--- src/rtl/aoi222_tester_pkg.sv ---
// Shared constants, FSM state encoding and golden function for the AOI222 exhaustive tester.
package aoi222_tester_pkg;

    localparam int VEC_W   = 6;
    localparam int NUM_VEC = 64;

    typedef enum logic [1:0] {
        IDLE   = 2'd0,
        RUN    = 2'd1,
        FINISH = 2'd2
    } tester_state_e;

    // vec = {A1,A2,B1,B2,C1,C2}
    function automatic logic aoi222_golden(input logic [VEC_W-1:0] vec);
        return ~((vec[5] & vec[4]) | (vec[3] & vec[2]) | (vec[1] & vec[0]));
    endfunction

endpackage

--- src/rtl/aoi222_golden_model.sv ---
// Combinational golden ZN generator for the AOI222 cell; shared with other library benches.
module aoi222_golden_model
    import aoi222_tester_pkg::*;
(
    input  logic [VEC_W-1:0] vec,
    output logic             exp_zn
);

    assign exp_zn = aoi222_golden(vec);

endmodule

--- src/rtl/aoi222_exhaustive_tester.sv ---
// Exhaustive 64-vector stimulus/response checker for the AOI222 cell.
// Optional: GF180MCU_AOI222_TESTER_STOP_ON_FAIL_EN ends the sweep on the first mismatch.
//
// state  | meaning
// IDLE   | stimulus 0, waiting for START; results held
// RUN    | applying vec, counting settle time, sampling ZN
// FINISH | one cycle: drop BUSY, raise DONE, compute PASS
module aoi222_exhaustive_tester
    import aoi222_tester_pkg::*;
#(
    parameter int SETTLE_CYCLES = 1,
    parameter int ERR_W         = 7
) (
    input  logic             CLK,
    input  logic             RN,
    input  logic             START,
    output logic             A1,
    output logic             A2,
    output logic             B1,
    output logic             B2,
    output logic             C1,
    output logic             C2,
    input  logic             ZN,
    output logic             BUSY,
    output logic             DONE,
    output logic             PASS,
    output logic [ERR_W-1:0] ERR_CNT,
    output logic             FIRST_FAIL_VLD,
    output logic [5:0]       FIRST_FAIL_VEC
);

    localparam int CNT_W = (SETTLE_CYCLES > 0) ? $clog2(SETTLE_CYCLES + 1) : 1;
    localparam logic [CNT_W-1:0] SETTLE_LOAD = CNT_W'(SETTLE_CYCLES);

    tester_state_e     state;
    logic [VEC_W-1:0]  vec;
    logic [CNT_W-1:0]  settle_cnt;
    logic [ERR_W-1:0]  err_cnt;
    logic              busy_q;
    logic              done_q;
    logic              pass_q;
    logic              ff_vld;
    logic [VEC_W-1:0]  ff_vec;
    logic              exp_zn;
    logic              mismatch;
    logic              last_vec;
    logic              end_sweep;

    aoi222_golden_model u_golden (
        .vec    (vec),
        .exp_zn (exp_zn)
    );

    // 4-state identity: X or Z on ZN is a mismatch
    assign mismatch = (ZN !== exp_zn);
    assign last_vec = (vec == VEC_W'(NUM_VEC - 1));

`ifdef GF180MCU_AOI222_TESTER_STOP_ON_FAIL_EN
    assign end_sweep = last_vec || mismatch;
`else
    assign end_sweep = last_vec;
`endif

    always_ff @(posedge CLK or negedge RN) begin
        if (!RN) begin
            state      <= IDLE;
            vec        <= '0;
            settle_cnt <= '0;
            err_cnt    <= '0;
            busy_q     <= 1'b0;
            done_q     <= 1'b0;
            pass_q     <= 1'b0;
            ff_vld     <= 1'b0;
            ff_vec     <= '0;
        end else begin
            case (state)
                IDLE: begin
                    if (START) begin
                        err_cnt    <= '0;
                        ff_vld     <= 1'b0;
                        ff_vec     <= '0;
                        done_q     <= 1'b0;
                        pass_q     <= 1'b0;
                        vec        <= '0;
                        settle_cnt <= SETTLE_LOAD;
                        busy_q     <= 1'b1;
                        state      <= RUN;
                    end
                end
                RUN: begin
                    if (settle_cnt != '0) begin
                        settle_cnt <= settle_cnt - 1'b1;
                    end else begin
                        if (mismatch) begin
                            err_cnt <= err_cnt + ERR_W'(1);
                            if (!ff_vld) begin
                                ff_vld <= 1'b1;
                                ff_vec <= vec;
                            end
                        end
                        if (end_sweep) begin
                            state <= FINISH;
                        end else begin
                            vec        <= vec + 1'b1;
                            settle_cnt <= SETTLE_LOAD;
                        end
                    end
                end
                FINISH: begin
                    busy_q <= 1'b0;
                    done_q <= 1'b1;
                    pass_q <= (err_cnt == '0);
                    vec    <= '0;
                    state  <= IDLE;
                end
                default: state <= IDLE;
            endcase
        end
    end

    assign {A1, A2, B1, B2, C1, C2} = vec;
    assign BUSY           = busy_q;
    assign DONE           = done_q;
    assign PASS           = pass_q;
    assign ERR_CNT        = err_cnt;
    assign FIRST_FAIL_VLD = ff_vld;
    assign FIRST_FAIL_VEC = ff_vec;

endmodule

--- config.mk ---
export PLATFORM = sky130hd
export DESIGN_NAME = aoi222_exhaustive_tester
export DESIGN_NICKNAME = d
export VERILOG_FILES = /design/src/rtl/aoi222_tester_pkg.sv /design/src/rtl/aoi222_golden_model.sv /design/src/rtl/aoi222_exhaustive_tester.sv
export SDC_FILE = /design/constraint.sdc
export NUM_CORES = 1
export LEC_CHECK = 0
export BUFFER_PORTS_ARGS = -buffer_cell sky130_fd_sc_hd__buf_2
export CAP_MARGIN = 10
export CORE_UTILIZATION = 45
export CTS_CLUSTER_SIZE = 16
export DETAILED_ROUTE_END_ITERATION = 8
export PLACE_DENSITY = 0.66
export SLEW_MARGIN = 15
export SYNTH_ARGS = -nofsm -noshare
export SYNTH_HDL_FRONTEND = slang
export SYNTH_SLANG_ARGS = --single-unit
--- constraint.sdc ---
create_clock -name CLK -period 4.3 [get_ports CLK]
set_clock_uncertainty 0.1 [all_clocks]
set_input_delay 0 -clock CLK [delete_from_list [all_inputs] [get_ports CLK]]
set_output_delay 0 -clock CLK [all_outputs]
set_load 0.03 [all_outputs]
==> After elaboration in Yosys (flattened, before gate mapping) <==
Cells that the tools add are included.
{ "totals": {"inputBits": 4, "wordCells": 66, "output_inout_bits": 23, "reg_bits": 26} }
{ "classes": {"n_eq_ne": 10, "n_reduce_logical": 11, "n_bitwise": 6, "n_addsub": 3, "n_mux": 27} }
{ "ops": {"columns": ["operator", "n"], "rows": [
  ["6-bit two-way mux", 6],
  ["7-bit two-way mux", 3],
  ["6-bit one-hot mux with 3 select lines", 1],
  ["7-bit one-hot mux with 2 select lines", 1],
  ["2-bit inequality test, second input constant", 6],
  ["6-bit one-hot mux with 2 select lines", 1],
  ["1-bit one-hot mux with 2 select lines", 5],
  ["4-bit AND reduction", 2],
  ["7-bit by 1-bit adder with 7-bit output, second input constant", 1],
  ["7-bit logical NOT", 1],
  ["6-bit by 1-bit adder with 6-bit output, second input constant", 1],
  ["6-bit == test, second input constant", 1],
  ["1-bit two-way mux", 6],
  ["2-bit two-way mux", 3],
  ["5-bit AND reduction", 1],
  ["2-bit one-hot mux with 2 select lines", 1],
  ["2-bit AND reduction", 2],
  ["2-bit nonzero test", 2],
  ["1-bit bitwise AND", 3],
  ["3-bit AND reduction", 1],
  ["3-bit nonzero test", 1],
  ["2-bit by 1-bit == test with 1-bit output, second input constant", 1],
  ["2-bit == test, second input constant", 1],
  ["2-bit logical NOT", 1],
  ["other kinds (4)", 5]
]} }

==> Longest topological paths before layout <==
{ "logic_depth": {"ltp_word": 8, "depth_mapped": 6, "depth_no_buf": 5} }

==> By module <==
From an unflattened synthesis, not the netlist that was laid out.
{ "unflattened": {"hier_cells": 142, "hier_area_um2": 1367.6} }
{ "by_module_without_submodules": {"columns": ["module", "seq_area_each_um2", "instances", "area_each_um2", "cells_per_inst"], "rows": [
  ["aoi222_exhaustive_tester", 650.6, 1, 1357.6, 141],
  ["aoi222_golden_model", 0.0, 1, 10.0, 1]
]} }

==> Worst setup path before layout <==
OpenSTA, ideal clock, no wires.
{ "synth_timing": {"path_type": "reg-to-reg", "startpoint": "reg vec[0]", "endpoint": "reg ff_vec[1], in the netlist FIRST_FAIL_VEC[1]", "setup_time_ns": 0.122, "path_slack_ns": 2.169, "path_stages_with_launch": 7, "n_path_buf": 1, "required_time_ns": 4.078, "t_arrival_ns": 1.910, "period_less_slack_ns": 2.131, "path_cell_list": "dfrtp_1 -> ha_1 -> a221oi_2 -> xnor2_1 -> or3_1 -> clkbuf_1 -> a32o_1"} }
{ "synth_via": {"elab_chain_len": 6} }
{ "synth_rtl": {"columns": ["element", "line", "source"], "rows": [
  ["start, declared", "aoi222_exhaustive_tester.sv:36", "logic [VEC_W-1:0] vec;"],
  ["start signal, assigned", "aoi222_exhaustive_tester.sv:104", "vec <= vec + 1'b1;"],
  ["1-bit bitwise AND", "aoi222_tester_pkg.sv:15", "return ~((vec[5] & vec[4]) | (vec[3] & vec[2]) | (vec[1] & vec[0]));"],
  ["1-bit bitwise OR", "aoi222_tester_pkg.sv:15", null],
  ["1-bit inverter", "aoi222_tester_pkg.sv:15", null],
  ["1-bit !== test", "aoi222_exhaustive_tester.sv:55", "assign mismatch = (ZN !== exp_zn);"],
  ["2-bit inequality test (no source line)", null, null],
  ["5-bit AND reduction (no source line)", null, null],
  ["end signal, assigned", "aoi222_exhaustive_tester.sv:98", "ff_vec <= vec;"],
  ["end, declared", "aoi222_exhaustive_tester.sv:43", "logic [VEC_W-1:0] ff_vec;"]
]} }
Every way passes these cells.
A chain may end at the register's enable or synchronous reset.

==> Worst setup path in the final report <==
{ "layout_timing": {"startpoint": "reg vec[0]", "endpoint": "reg err_cnt[0], in the netlist ERR_CNT[0]"} }
{ "layout_via": {"elab_chain_len": 6} }
{ "layout_rtl": {"columns": ["element", "line", "source"], "rows": [
  ["1-bit bitwise AND", "aoi222_tester_pkg.sv:15", null],
  ["1-bit bitwise OR", "aoi222_tester_pkg.sv:15", null],
  ["1-bit inverter", "aoi222_tester_pkg.sv:15", null],
  ["1-bit !== test", "aoi222_exhaustive_tester.sv:55", null],
  ["2-bit inequality test (no source line)", null, null],
  ["4-bit AND reduction (no source line)", null, null],
  ["end signal, assigned", "aoi222_exhaustive_tester.sv:95", "err_cnt <= err_cnt + ERR_W'(1);"],
  ["end, declared", "aoi222_exhaustive_tester.sv:38", "logic [ERR_W-1:0] err_cnt;"]
]} }
Every way passes these cells.

==> flow_summary.json <==
{
  "antenna-diode-count": 0,
  "synth-edff-count": 0,
  "vias_per_cell": 6.01,
  "htreeDepth": 1,
  "cts_tree": "built",
  "crit_fanout": 7,
  "critical_setup_path_class": "flop to flop",
  "slew_headroom": 0.511,
  "horizontal_die_dimension_um": 56.6,
  "fin_util": 0.556,
  "filler_cell_count": 254,
  "post-synth-top-count-cell": "dfrtp_1",
  "max-cap-violations": 0,
  "p_sw_mw": 0.549,
  "post_cts.repair.setup_buffers": 0,
  "number_of_pins_exceeding_their_max_slew_limit_in_the_final_report": 0,
  "p_leak_nw": 0.754,
  "grt_max_degree": 27,
  "syn-instance-count": 129,
  "layout_overhead_on_the_synthesized_area_pct": 15.3,
  "dp.final_hpwl_um": 2130,
  "sum_of_overflow_across_all_layers_after_global_routing": 0,
  "post_drt_wl_per_cell_um": 16.2,
  "final_nets": 164,
  "postSynthNetCount": 136,
  "clk_pin_slew_worst_paths_ns": 0.15,
  "clock.fmax_mhz": 440,
  "die-height_um": 56.6,
  "met3_usage": 0.0276,
  "synthDominantCellAreaShare": 0.486,
  "holdCritPathClass": "input pin to asynchronous set/reset pin",
  "clk_latency_ns": 0.32,
  "number_of_global_route_vias_before_repair": 1020,
  "initialDrtViolationCount": 27,
  "fin_setup_tns_ns": 0,
  "grt_pass1_wl_um": 4930,
  "status": "finished, final reports clean",
  "route.antenna.remaining_nets": 0,
  "hold_ws_ns": 0.0843,
  "grt_busiest_layer": "met2",
  "power_switching_share": 0.481,
  "coreArea_um2": 2780,
  "ios": 27,
  "num_rows": 19,
  "unrepaired_setup_endpoints_after_global_routing": "false",
  "globalRouteTotalUtil": 0.200,
  "gr-usage-met2": 0.299,
  "synth.yosys.seq_area_share": 0.486,
  "detailed_place.area_um2": 1490,
  "combinational_power_share": 0.511,
  "most_used_flip_flop_cell_after_synthesis": "dfrtp_1",
  "yosysUniqueCellTypes": 44,
  "postLayoutCellArea_um2": 1550,
  "cts_root_buf": "clkbuf_4",
  "clkSinkCount": 26,
  "netlist_area_um2": 1340,
  "kind_of_launch_point_of_the_worst_setup_path": "flop",
  "layout_min_cycle_time_ns": 2.27,
  "drt_drc_violations_left": 0,
  "fraction_of_layout_instances_using_a_drive_strength_above_1": 0.218,
  "synthArstFlopShare": 1.00,
  "gr-usage-met1": 0.294,
  "clockBufferDepth": 2,
  "synth_warnings": 0,
  "setup.worst_path.start": "vec[0]$_DFFE_PN0P_",
  "required_ns": 4.48,
  "tightestPinTransition_ns": 0.729,
  "post_synth_main_area_contributors": "dfrtp_1, a32o_1, a21o_1",
  "initial_utilization": 0.482,
  "ys_seq_elements": 26,
  "antenna_found_initial": 0,
  "intPower_mw": 0.593,
  "worstSetupEndpointType": "flop",
  "design.die.area_um2": 3200,
  "postSynthAreaPerCell_um2": 10.4,
  "number_of_iterations_in_the_first_detailed_routing_pass": 4,
  "share_of_total_power_in_the_clock_network": 0.111,
  "cts-buffers-inserted": 3,
  "sequential_cell_fraction_of_total_power": 0.377,
  "setup_violations": 0,
  "routed-via-count": 1123,
  "pwr_density_cell_nw_per_um2": 739,
  "critical_path.reg2reg.startpoint": "vec[0]$_DFFE_PN0P_",
  "finalCritPeriodShare": 0.529,
  "post_synth_most_frequent_cells": "dfrtp_1, nand2_1, a21o_1, nand3_1, a32o_1",
  "detail_route.wirelength_um": 3020,
  "placement.io_buffers": 26,
  "crit_arrival_ns": 2.45,
  "yosys.area.top_type": "dfrtp_1",
  "post-layout-total-power_mw": 1.14,
  "ir_worst_vdd_mv": 0.467,
  "post_cts.resized_instances": 0,
  "gpl.final_weighted_congestion": 0.929,
  "hold_violations": 0
}
## cell usage in the layout, fill, tap and decap left out, types with 2 or more instances in the layout
master         count
nand2b_1           5
a221o_1            4
a32o_1             6
ha_1               3
or3_1              3
a21oi_1            5
nor3b_1            2
nor2b_1            4
buf_2             26
o22ai_1            2
dlygate4sd3_1      2
a21o_1             7
inv_1              4
nand2_1            9
nand3_1            7
and2_1             3
nor2_1             5
nor3_1             5
clkbuf_4           3
dfrtp_1           26
## cells by family (layout without fill, tap and decap cells)
logic type / count (synthesis) / after routing / share of synthesized area
xor+xnor: 1 / 1 / 0.00654
simple gates: 53 / 53 / 0.226
compound gates: 35 / 35 / 0.212
flops: 26 / 26 / 0.486
mux: 2 / 2 / 0.0159
fa+ha+maj: 3 / 3 / 0.0280
buf+inv: 9 / 36 / 0.0261
## worst paths after layout
path / endpoint / slack (ns) / cells after the start
max: ERR_CNT[0]$_DFFE_PN0P_ / 2.03 / 5
min: state[0]$_DFFE_PN0P_ / 0.08 / 2
max reg2reg: ERR_CNT[0]$_DFFE_PN0P_ / 2.03 / 5
min reg2reg: PASS$_DFFE_PN0P_ / 0.38 / 2
max in group asynchronous: vec[0]$_DFFE_PN0P_ / 3.64 / 2
min in group CLK: FIRST_FAIL_VEC[3]$_DFFE_PN0P_ / 0.22 / 4
## critical path, cell delays in order, from the launching register on
cell and delay (ns):
dfrtp_1 0.48, ha_1 0.27, a221oi_2 0.32, xnor2_1 0.19, nor3_1 0.59, mux2_2 0.28
## cell type report
type / count / area [um2] / area share
clock buffers: 4 / 36.3 / 0.0235
inverters: 4 / 15.0 / 0.00972
multi-input cells: 94 / 654 / 0.423
flip-flops and latches: 26 / 651 / 0.421
well taps: 31 / 38.8 / 0.0251
repair buffers: 28 / 150 / 0.0972
## stage by stage
stage	std cells	worst slack, ns
global placement	181	2.23
CTS	187	2.06
detailed placement	181	2.10
floorplan	129	2.17
finish	187	2.03
global route	187	1.92
## power by group through the flow
stage,clock [mW],combinational (mW),sequential (mW)
finish,0.127,0.584,0.431
global route,0.138,0.636,0.446
CTS,0.131,0.587,0.429
detailed placement,0,0.582,0.435
global placement,0,0.570,0.429
floorplan,0,0.300,0.550
## sequential cells by signal (all words and copies together), names as in the netlist
register,cells
FIRST_FAIL_VLD,1
BUSY,1
vec,6
PASS,1
DONE,1
state,2
FIRST_FAIL_VEC,6
settle_cnt,1
ERR_CNT,7
## routing by layer
| layer | wire length (um) | vias to the layer above | share of wire |
|---|---|---|---|
| li1 | - | 545 | - |
| met1 | 1500 | 545 | 0.50 |
| met2 | 1350 | 27 | 0.45 |
| met3 | 129 | 6 | 0.043 |
| met4 | 46 | 0 | 0.015 |
| met5 | 0 | - | 0 |
## what timing repair did
action,CTS,global route
endpoints found under the setup margin,0,0
hold buffers,2,0
endpoints found under the hold margin,28,0
Note: power is estimated with default switching activity, not from simulation.
